[config.mk]
export PLATFORM = sky130hd
export DESIGN_NAME = fetch_redirect_unit
export DESIGN_NICKNAME = d
export VERILOG_FILES = /design/src/rtl/riscv_pkg.sv /design/src/rtl/fetch_redirect_unit.sv
export SDC_FILE = /design/constraint.sdc
export NUM_CORES = 1
export LEC_CHECK = 0
export BUFFER_PORTS_ARGS = -buffer_cell sky130_fd_sc_hd__buf_2
export CORE_MARGIN = 1.5
export CORE_UTILIZATION = 30
export DETAILED_ROUTE_END_ITERATION = 10
export GPL_ROUTABILITY_DRIVEN = 0
export GPL_TIMING_DRIVEN = 0
export HOLD_SLACK_MARGIN = 0.03
export PLACE_DENSITY_LB_ADDON = 0.3
export SKIP_CTS_REPAIR_TIMING = 1
export SLEW_MARGIN = 20
export SYNTH_ARGS = -nofsm -noshare
export SYNTH_HDL_FRONTEND = slang
export SYNTH_SLANG_ARGS = --single-unit
export TNS_END_PERCENT = 30
[constraint.sdc]
create_clock -name clk -period 7.16 [get_ports clk]
set_input_delay 1.432 -clock clk [delete_from_list [all_inputs] [get_ports clk]]
set_output_delay 1.432 -clock clk [all_outputs]
set_load 0.1 [all_outputs]
[src/rtl/riscv_pkg.sv]
// Shared definitions for the fetch front end: word width, NOP encoding and
// the fetch FSM state type.
package riscv_pkg;

  localparam int XLEN = 32;
  localparam logic [XLEN-1:0] NOP_INSTR = 32'h0000_0013;

  typedef enum logic [1:0] {
    IDLE  = 2'd0,
    FETCH = 2'd1,
    DROP  = 2'd2
  } fetch_state_e;

endpackage

[src/rtl/fetch_redirect_unit.sv]
// Fetch front end: owns the PC, issues req/ready fetches and turns a taken
// branch into a PC redirect plus a one-cycle flush.
//
// state | meaning
// IDLE  | out of reset, no request issued
// FETCH | requesting at pc, filling the single output slot
// DROP  | redirect arrived mid-request; draining old response, then jump to pend_pc
module fetch_redirect_unit
  import riscv_pkg::*;
#(
  parameter logic [XLEN-1:0] RESET_PC = 32'h0000_0000
) (
  input  logic            clk,
  input  logic            rst,
  input  logic            br,
  input  logic [XLEN-1:0] br_target,
  input  logic            stall,
  output logic            imem_req,
  output logic [XLEN-1:0] imem_addr,
  input  logic            imem_ready,
  input  logic [XLEN-1:0] imem_rdata,
  output logic [XLEN-1:0] instr,
  output logic [XLEN-1:0] instr_pc,
  output logic            instr_valid,
  output logic            flush
);

  fetch_state_e    state, state_n;
  logic [XLEN-1:0] pc, pc_n;
  logic [XLEN-1:0] pend_pc, pend_pc_n;
  logic [XLEN-1:0] instr_n, instr_pc_n;
  logic            instr_valid_n, flush_n;
  logic [XLEN-1:0] target_aligned;
  logic            done;

  assign target_aligned = {br_target[XLEN-1:2], 2'b00};

  // Request depends only on registered state and stall, never on imem_ready.
  always_comb begin
    imem_req = 1'b0;
    case (state)
      FETCH:   imem_req = !instr_valid || !stall;
      DROP:    imem_req = 1'b1;
      default: imem_req = 1'b0;
    endcase
  end

  assign imem_addr = pc;
  assign done      = imem_req && imem_ready;

  always_comb begin
    state_n       = state;
    pc_n          = pc;
    pend_pc_n     = pend_pc;
    instr_n       = instr;
    instr_pc_n    = instr_pc;
    instr_valid_n = instr_valid;
    flush_n       = 1'b0;

    case (state)
      IDLE: begin
        state_n = FETCH;
        if (br) begin
          flush_n       = 1'b1;
          instr_valid_n = 1'b0;
          pc_n          = target_aligned;
        end
      end

      FETCH: begin
        if (br) begin
          flush_n       = 1'b1;
          instr_valid_n = 1'b0;
          if (imem_req && !imem_ready) begin
            pend_pc_n = target_aligned;
            state_n   = DROP;
          end else begin
            pc_n = target_aligned;
          end
        end else if (done) begin
          instr_n       = imem_rdata;
          instr_pc_n    = pc;
          instr_valid_n = 1'b1;
          pc_n          = pc + 32'd4;
        end else if (instr_valid && !stall) begin
          instr_valid_n = 1'b0;
        end
      end

      DROP: begin
        instr_valid_n = 1'b0;
        if (br) begin
          flush_n   = 1'b1;
          pend_pc_n = target_aligned;
        end
        // A branch coinciding with the drain wins over the older pending target.
        if (imem_ready) begin
          pc_n    = br ? target_aligned : pend_pc;
          state_n = FETCH;
        end
      end

      default: state_n = IDLE;
    endcase
  end

  always_ff @(posedge clk or posedge rst) begin
    if (rst) begin
      state       <= IDLE;
      pc          <= RESET_PC;
      pend_pc     <= '0;
      instr       <= NOP_INSTR;
      instr_pc    <= '0;
      instr_valid <= 1'b0;
      flush       <= 1'b0;
    end else begin
      state       <= state_n;
      pc          <= pc_n;
      pend_pc     <= pend_pc_n;
      instr       <= instr_n;
      instr_pc    <= instr_pc_n;
      instr_valid <= instr_valid_n;
      flush       <= flush_n;
    end
  end

endmodule

After elaboration in Yosys (flattened, before gate mapping)
Index checks and enable logic that the tools add are counted.
{"block": "word_totals", "input_bits": 69, "out_inout_bits": 99, "ramBits": 0, "mem_bits_ro": 0, "latchBits": 0, "n_memories": 0, "regBits": 132}
{"block": "op_classes", "n_addsub": 1, "n_eq_ne": 9, "muxes": 22, "div_mod_pow": 0, "bitwise_logic": 1, "n_lt_le_gt_ge": 0, "reduce_logical": 16, "mul": 0, "n_shift": 0}
{"operator": "$mux 32", "n": 8}
{"operator": "$pmux 32 s3", "n": 1}
{"operator": "$pmux 32 s2", "n": 1}
{"operator": "$add 32x3->32 const B", "n": 1}
{"operator": "$reduce_and 3->1", "n": 4}
{"operator": "$ne 2x2->1 const B", "n": 4}
{"operator": "$mux 1", "n": 6}
{"operator": "$mux 2", "n": 3}
{"operator": "$ne 3x3->1 const B", "n": 2}
{"operator": "$pmux 2 s3", "n": 1}
{"operator": "$reduce_and 5->1", "n": 1}
{"operator": "$ne 4x4->1 const B", "n": 1}
{"operator": "$logic_and 1x1->1", "n": 3}
{"operator": "$logic_not 1->1", "n": 3}
{"operator": "$pmux 1 s3", "n": 1}
{"operator": "$reduce_bool 3->1", "n": 1}
{"operator": "$reduce_or 3->1", "n": 1}
{"operator": "$eq 2x1->1 const B", "n": 1}
{"operator": "$eq 2x2->1 const B", "n": 1}
{"operator": "$logic_not 2->1", "n": 1}
{"operator": "$pmux 1 s2", "n": 1}
{"operator": "$reduce_bool 2->1", "n": 1}
{"operator": "$logic_or 1x1->1", "n": 1}
{"operator": "$not 1->1", "n": 1}

Depth between registers and ports, before layout
Gate-level depths: netlist (run 1).
{"block": "depth", "word_depth": 7, "depth_mapped": 10, "mapped_depth_nobuf": 7}

Worst setup path after synthesis (run 1)
No wires, ideal clock.
{"block": "synth_timing", "kind": "input-to-output", "startpoint": "input port stall", "endpoint": "output port imem_req", "path_slack_ns": 3.381, "path_buffers": 0, "t_arrival_ns": 2.347, "cell_stages": 2, "required_time_ns": 5.728, "path_cell_list": "a21boi_0 -> o21a_1"}
{"block": "synth_via", "elab_chain_len": 3}
{"element": "from (decl)", "line_no": "fetch_redirect_unit.sv:17", "rtl": "input logic stall,"}
{"element": "$logic_not 1->1", "line_no": "fetch_redirect_unit.sv:42", "rtl": "FETCH: imem_req = !instr_valid || !stall;"}
{"element": "$logic_or 1x1->1", "line_no": "fetch_redirect_unit.sv:42"}
{"element": "$pmux 1 s2", "line_no": "fetch_redirect_unit.sv:41", "rtl": "case (state)"}
{"element": "to (decl)", "line_no": "fetch_redirect_unit.sv:18", "rtl": "output logic imem_req,"}
No other way between the ends.

Worst setup path after layout (run 1)
{"block": "layout_timing", "startpoint": "register state[1]", "endpoint": "output port imem_req"}
{"block": "layout_via", "elab_chain_len": 2, "word_cells_on_any_way": 3}
{"element": "from (decl)", "line_no": "fetch_redirect_unit.sv:28", "rtl": "fetch_state_e state, state_n;"}
{"element": "from (signal assigned)", "line_no": "fetch_redirect_unit.sv:117", "rtl": "state <= state_n;"}
{"element": "$eq 2x2->1 / $eq 2x1->1 (equally long branches)", "line_no": "fetch_redirect_unit.sv:41"}
{"element": "$pmux 1 s2 *", "line_no": "fetch_redirect_unit.sv:41"}
Every way passes the cells marked *; elsewhere a longest branch is shown, timed or not.

==> results.json, run 1 <==
{
  "post_drt_via_cell_ratio": 5.15,
  "floorplan.core_area_um2": 21000,
  "critPathSlowestCell": "sky130_fd_sc_hd__buf_2",
  "tightestPinTransition_ns": 0.819,
  "synth_cell_types": 62,
  "synth_area_um2": 6440,
  "yosys.cell_count.top_type": "sky130_fd_sc_hd__dfrtp_1",
  "floorplan.die.height_um": 150,
  "grt_max_degree": 83,
  "final.setup.worst_slack_ns": 3.33,
  "start_util": 0.307,
  "slew_violations": 0,
  "design.final.nets": 827,
  "synth_top_cell_area_share": 0.501,
  "max_clk_rate_mhz": 261,
  "hold_path_startpoint": "instr_pc[31]",
  "clk_pin_slew_worst_paths_ns": 0.06,
  "worstSetupEndpointType": "output pin",
  "grt_setup_unrepaired": "no",
  "postLayoutCoreUtil": 0.392,
  "htreeDepth": 4,
  "synthAdderAreaFrac": 0.00971,
  "pre_cts_slack_ns": 3.37,
  "antenna_violating_nets_post_route": 0,
  "drive_above_1_share": 0.397,
  "cap_violations": 0,
  "synthesis.area_per_instance_um2": 11.3,
  "routedWlPerCell_um": 18.8,
  "top_cells_by_area_synth": "sky130_fd_sc_hd__dfrtp_1 50%, sky130_fd_sc_hd__mux2_2 16%, sky130_fd_sc_hd__o21ai_0 3.4%",
  "worstPathMaxFanout": 10,
  "worst-r2r-cell-count": 10,
  "portBuffers": 164,
  "synth_flop_cell": "sky130_fd_sc_hd__dfrtp_1",
  "synthesis.nets": 643,
  "drt_pass1_iterations": 5,
  "ys_seq_elements": 132,
  "first_global_vias": 5231,
  "antenna_violations_before_repair": 3,
  "syn2layout_area_growth_pct": 27.7,
  "r2r-start": "state[1]",
  "fill_cells": 2064,
  "timing.critical_path.buf_inv": 3,
  "synth_compound_gate_area_share": 0.159,
  "drc_errors": 0,
  "final-setup-viol-count": 0,
  "maxSlewHeadroom": 0.450,
  "synth-simple-area-share": 0.111,
  "hold_ws_ns": 0.471,
  "cts.sinks": 132,
  "tritoncts_clock_tree": "yes",
  "cp_startpoint_kind": "flop",
  "setup-tns-final_ns": 0,
  "die_w_um": 150,
  "synth_top_cell_by_area": "sky130_fd_sc_hd__dfrtp_1",
  "synth-async-reset-ratio": 1.00,
  "main_combinational_cell_family_by_area_after_synthesis": "multiplexers",
  "post_synth_mux_area_share": 0.160,
  "clk-insertion-delay-late_ns": 0.42,
  "half_perimeter_wire_length_after_placement_um": 13900,
  "synth_seq_area_share": 0.513,
  "drt-total-wl_um": 19600,
  "synth_enable_flop_cells": 0,
  "hold_path_depth": 2,
  "grt.overflow.total": 0,
  "synthesis.yosys.warnings": 0,
  "timing.critical_path.cells": "inv_1 -> ha_1 -> clkbuf_1 -> o21a_1 -> buf_2",
  "critical_path.startpoint": "state[1]",
  "cp_slowest_stage_delay_ns": 0.45,
  "gr-usage-all-layers": 0.177,
  "status": "complete, no violations",
  "critPathArrivalTime_ns": 2.40,
  "synthesis.instances": 569,
  "drt_first_iter_violations": 359,
  "period_utilisation_layout": 0.535,
  "final_period_minus_worst_setup_slack_ns": 3.83,
  "top_level_ports": 168,
  "global_route_wire_length_before_repair_um": 30000,
  "worst-endpoint-required_ns": 5.73,
  "cts_inserted_buffers": 17,
  "cpLargestDelayFamily": "buffers and inverters",
  "dr_total_vias": 5375,
  "worst_case_clock_buffer_depth": 2,
  "worst_hold_path_type": "flop to flop",
  "post_synth_most_frequent_cells": "129 x sky130_fd_sc_hd__dfrtp_1, 90 x sky130_fd_sc_hd__mux2_2, 44 x sky130_fd_sc_hd__o21ai_0",
  "die_area_um2": 22400,
  "crit_cells": 5,
  "clk_root_buffer_cell": "sky130_fd_sc_hd__clkbuf_16",
  "final-hold-violation-count": 0,
  "fp-row-count": 53,
  "fraction_of_synthesized_cell_area_in_xor_and_xnor_cells": 0.0136,
  "worst-setup-path-type": "flop to output pin",
  "fin_skew_ns": 0.0104
}
routing by layer:
layer | global-route usage | share of wire | vias up
met5 | 0 | 0 | -
met3 | 0.0521 | 0.088 | 20
met4 | 0.0579 | 0.012 | 0
li1 | - | - | 2492
met1 | 0.234 | 0.45 | 2644
met2 | 0.276 | 0.45 | 219
tightest hold or removal path, stage by stage, from the launching register on:
cell and delay, ns:
sky130_fd_sc_hd__dfrtp_1 0.34, sky130_fd_sc_hd__nand2_1 0.04, sky130_fd_sc_hd__o21ai_0 0.06
layout by cell type (no fill, tap or decap), types with 6 or more instances in the layout:
master / instances
sky130_fd_sc_hd__o31a_1: 6
sky130_fd_sc_hd__nor2b_1: 6
sky130_fd_sc_hd__o21ai_0: 44
sky130_fd_sc_hd__nor2_1: 24
sky130_fd_sc_hd__xnor2_1: 6
sky130_fd_sc_hd__nor3_1: 9
sky130_fd_sc_hd__dfrtp_1: 129
sky130_fd_sc_hd__nor4_1: 6
sky130_fd_sc_hd__nand4_1: 7
sky130_fd_sc_hd__clkbuf_1: 31
sky130_fd_sc_hd__o211ai_1: 6
sky130_fd_sc_hd__clkbuf_16: 17
sky130_fd_sc_hd__nand2_1: 42
sky130_fd_sc_hd__clkinv_2: 6
sky130_fd_sc_hd__mux2_2: 90
sky130_fd_sc_hd__o31ai_1: 8
sky130_fd_sc_hd__and2_1: 6
sky130_fd_sc_hd__buf_2: 167
sky130_fd_sc_hd__a22oi_1: 8
sky130_fd_sc_hd__inv_1: 9
sky130_fd_sc_hd__nand3_1: 15
sky130_fd_sc_hd__a221oi_1: 15
sky130_fd_sc_hd__buf_1: 8
sky130_fd_sc_hd__a21oi_1: 8
state kept, by name, indices dropped and copies added, names as in the netlist:
register     flops
imem_addr       32
instr           32
instr_pc        32
pend_pc         32
state            2
flush            1
instr_valid      1
area by class of cell:
cell class,instances,area (um^2),area share
Buffer,42,173,0.0210
Inverter,11,48.8,0.00593
Tap cell,275,344,0.0418
Clock buffer,22,474,0.0576
Multi-Input combinational cell,384,2920,0.355
Sequential cell,132,3310,0.402
Antenna cell,3,7.51,0.000912
Clock inverter,10,106,0.0129
Timing Repair Buffer,165,848,0.103
worst paths after layout:
kind / endpoint / slack, ns
setup / recovery: imem_req / 3.33
hold / removal: instr_pc[31] / 0.47
setup reg to reg: instr_pc[10] / 4.00
hold reg to reg: instr_pc[31] / 0.47
max in group asynchronous: instr[0] / 5.40
min in group asynchronous: instr[30] / 1.01
metrics by stage:
| step | cell area (um^2) | cells |
|---|---|---|
| 2_1_floorplan | 6440 | 569 |
| 3_3_place_gp | 7610 | 1008 |
| 3_5_place_dp | 7640 | 1009 |
| 4_1_cts | 8220 | 1041 |
| 5_1_grt | 8230 | 1042 |
| 6_report | 8230 | 1044 |
cells by family (layout without fill, tap and decap cells):
logic type      Yosys count  count (layout)
compound gates          145             145
flops                   132             132
simple gates            132             132
mux                      92              92
buf+inv                  53             250
xor+xnor                 10              10
fa+ha+maj                 5               5
other cells               0               3
Power of run 1 is left out: the tool's default activity adds up to more than one toggle a clock period on the data nets, which glitch-free logic cannot reach.
==> run 2, diff against run 1 <==
--- a/config.mk
+++ b/config.mk
@@ -5,6 +5,7 @@
 export SDC_FILE = /design/constraint.sdc
 export NUM_CORES = 1
 export LEC_CHECK = 0
+export ABC_AREA = 1
 export BUFFER_PORTS_ARGS = -buffer_cell sky130_fd_sc_hd__buf_2
 export CORE_MARGIN = 1.5
 export CORE_UTILIZATION = 30
==> constraint.sdc (replaced) <==
create_clock -name clk -period 3.8 [get_ports clk]
set_input_delay 0.76 -clock clk [delete_from_list [all_inputs] [get_ports clk]]
set_output_delay 0.76 -clock clk [all_outputs]
set_load 0.1 [all_outputs]
==> run 2 against run 1 <==
Effect of this change:
- global-route usage is 1.3 points higher
- flip-flop and latch count did not move
- worst hold slack got worse by 0.16 ns
- utilization fell by 0.29 points
- count of clock-buffer cells in the layout down 3
- critical path depth up 3
- sequential share of layout area shrank 4.1 points
- first-iteration DRC count up 55%
- routed wire length up 19%
- synthesized cell count grew 81%
- setup slack worse by 2.3 ns
- highest routed layer unchanged
- die area grew 12%
==> results.json, run 2 <==
{
  "status": "complete, no violations",
  "grt.overflow.total": 0,
  "synth_enable_flop_cells": 0,
  "gr-usage-all-layers": 0.189,
  "portBuffers": 165,
  "synth-async-reset-ratio": 1.00,
  "fin_skew_ns": 0.00928,
  "r2r-start": "state[0]",
  "cts.sinks": 132,
  "final-setup-viol-count": 0,
  "grt_max_degree": 34,
  "worst-endpoint-required_ns": 3.04,
  "number_of_placed_cells_counting_well_taps": 1520,
  "die_area_um2": 25100,
  "setup-tns-final_ns": 0,
  "fill_cells": 2523,
  "htreeDepth": 4,
  "drt_pass1_iterations": 5,
  "critPathArrivalTime_ns": 2.06,
  "ys_seq_elements": 132,
  "main_combinational_cell_family_by_area_after_synthesis": "simple AND/OR/NAND/NOR gates",
  "synthAdderAreaFrac": 0.00864,
  "antenna_violations_before_repair": 1,
  "worst_hold_path_type": "input pin to asynchronous set/reset pin",
  "synth_compound_gate_area_share": 0.116,
  "tightestPinTransition_ns": 0.661,
  "cap_violations": 0,
  "post_synth_mux_area_share": 0,
  "final-hold-violation-count": 0,
  "floorplan.core_area_um2": 23600,
  "tritoncts_clock_tree": "yes",
  "synth_seq_area_share": 0.456,
  "groute.layer.met2.usage": 0.306,
  "cp_startpoint_kind": "flop",
  "post_drt_via_cell_ratio": 4.58,
  "dr_total_vias": 7103,
  "stdcell_count": 1552,
  "floorplan.die.height_um": 158,
  "global_route_wire_length_before_repair_um": 36100,
  "routedWlPerCell_um": 15.0,
  "most_frequent_standard_cell_in_the_layout_excluding_fill_and_tap_cells": "sky130_fd_sc_hd__nand2_1",
  "synthesis.nets": 1106,
  "clk-insertion-delay-late_ns": 0.42,
  "yosys.cell_count.top_type": "sky130_fd_sc_hd__nand2_1",
  "max_clk_rate_mhz": 355,
  "synthesis.instances": 1032,
  "half_perimeter_wire_length_after_placement_um": 18500,
  "fraction_of_synthesized_cell_area_in_xor_and_xnor_cells": 0.00725,
  "busiest_metal_layer_after_global_routing": "met2",
  "maxSlewHeadroom": 0.559,
  "most-common-layout-cells": "480 x sky130_fd_sc_hd__nand2_1, 179 x sky130_fd_sc_hd__buf_2, 129 x sky130_fd_sc_hd__dfrtp_1, 110 x sky130_fd_sc_hd__nor2_1, 63 x sky130_fd_sc_hd__a21oi_1",
  "top_cells_by_area_synth": "sky130_fd_sc_hd__dfrtp_1 45%, sky130_fd_sc_hd__nand2_1 25%, sky130_fd_sc_hd__nor2_1 5.7%",
  "synth_cell_types": 38,
  "start_util": 0.307,
  "synth_top_cell_by_area": "sky130_fd_sc_hd__dfrtp_1",
  "synth-simple-area-share": 0.353,
  "die_w_um": 158,
  "synth_top_cell_area_share": 0.446,
  "critical_path.reg2reg.endpoint": "imem_addr[2]",
  "period_utilisation_layout": 0.741,
  "clk_pin_slew_worst_paths_ns": 0.06,
  "top_level_ports": 168,
  "area_taken_by_flip_flops_and_latches_um2": 3310,
  "fp-row-count": 56,
  "drc_errors": 0,
  "drt_first_iter_violations": 558,
  "synth_area_um2": 7240,
  "critical_path.startpoint": "state[1]",
  "synthesis.area_per_instance_um2": 7.02,
  "worst_case_clock_buffer_depth": 2,
  "slew_violations": 0,
  "synthesis.yosys.warnings": 0,
  "final_period_minus_worst_setup_slack_ns": 2.82,
  "worst-setup-path-type": "flop to output pin",
  "worstPathMaxFanout": 9,
  "design.final.nets": 1294,
  "gr-usage-met1": 0.248,
  "synth_flop_cell": "sky130_fd_sc_hd__dfrtp_1",
  "post_synth_most_frequent_cells": "480 x sky130_fd_sc_hd__nand2_1, 129 x sky130_fd_sc_hd__dfrtp_1, 110 x sky130_fd_sc_hd__nor2_1",
  "grt_setup_unrepaired": "no",
  "groute.layer.met3.usage": 0.0313,
  "syn2layout_area_growth_pct": 26.7,
  "drive_above_1_share": 0.205,
  "worstSetupEndpointType": "output pin",
  "drt-total-wl_um": 23300,
  "first_global_vias": 6665,
  "cts_inserted_buffers": 17,
  "antenna_violating_nets_post_route": 0,
  "multi_input_comb_area_um2": 3510,
  "clk_root_buffer_cell": "sky130_fd_sc_hd__clkbuf_16",
  "setup.reg_to_reg.worst_slack_ns": 1.40,
  "worst-r2r-cell-count": 9
}
==> run 2: cell families after synthesis <==
group / after synthesis
AND/OR/NAND/NOR: 642
AO/OA/AOI/OAI: 155
flip-flops: 132
buffers and inverters: 92
XOR/XNOR: 6
adder cells (fa/ha/maj): 5
==> run 2: stage by stage <==
| step | instance area (um^2) | setup slack (ns) | hold slack, ns | utilization |
|---|---|---|---|---|
| 5_1_grt | 9180 | 0.897 | 0.326 | 0.389 |
| 6_report | 9180 | 0.985 | 0.315 | 0.389 |
| 4_1_cts | 9180 | 0.973 | 0.311 | 0.389 |
| 3_5_place_dp | 8550 | 1.43 | 0.454 | 0.362 |
| 2_1_floorplan | 7250 | 1.41 | 0.443 | - |
| 3_3_place_gp | 8470 | 0.480 | 0.449 | 0.359 |
==> run 2: how the worst max path moves through the flow <==
stage / to / slack (ns) / depth (start not counted)
global placement: pend_pc[26] / 0.48 / 2
finish: imem_req / 0.98 / 8
detailed placement: imem_req / 1.43 / 8
floorplan: flush / 1.41 / 1
global route: imem_req / 0.90 / 8
CTS: imem_req / 0.97 / 8
==> run 2: worst max-delay path: stages, from the launching register on <==
cell and delay [ns]:
sky130_fd_sc_hd__dfrtp_1 0.39, sky130_fd_sc_hd__inv_1 0.10, sky130_fd_sc_hd__ha_1 0.15, sky130_fd_sc_hd__buf_4 0.20, sky130_fd_sc_hd__inv_4 0.09, sky130_fd_sc_hd__nand2_4 0.08
sky130_fd_sc_hd__nand3_4 0.10, sky130_fd_sc_hd__inv_4 0.09, sky130_fd_sc_hd__buf_2 0.42
==> run 2: routing by layer <==
| layer | part of all wire | up-vias |
|---|---|---|
| li1 | - | 3650 |
| met1 | 0.47 | 3140 |
| met3 | 0.057 | 45 |
| met4 | 0.032 | 0 |
| met2 | 0.44 | 268 |
| met5 | 0 | - |
==> run 2: final cells by class <==
type / count / area share
multi-input cells: 808 / 0.382
flip-flops and latches: 132 / 0.360
clock inverters: 12 / 0.0195
inverters: 42 / 0.0184
repair buffers: 169 / 0.0987
diodes: 1 / 0.000273
clock buffers: 19 / 0.0483
well taps: 319 / 0.0435
plain buffers: 50 / 0.0289
Power of run 2 is left out for the same reason.
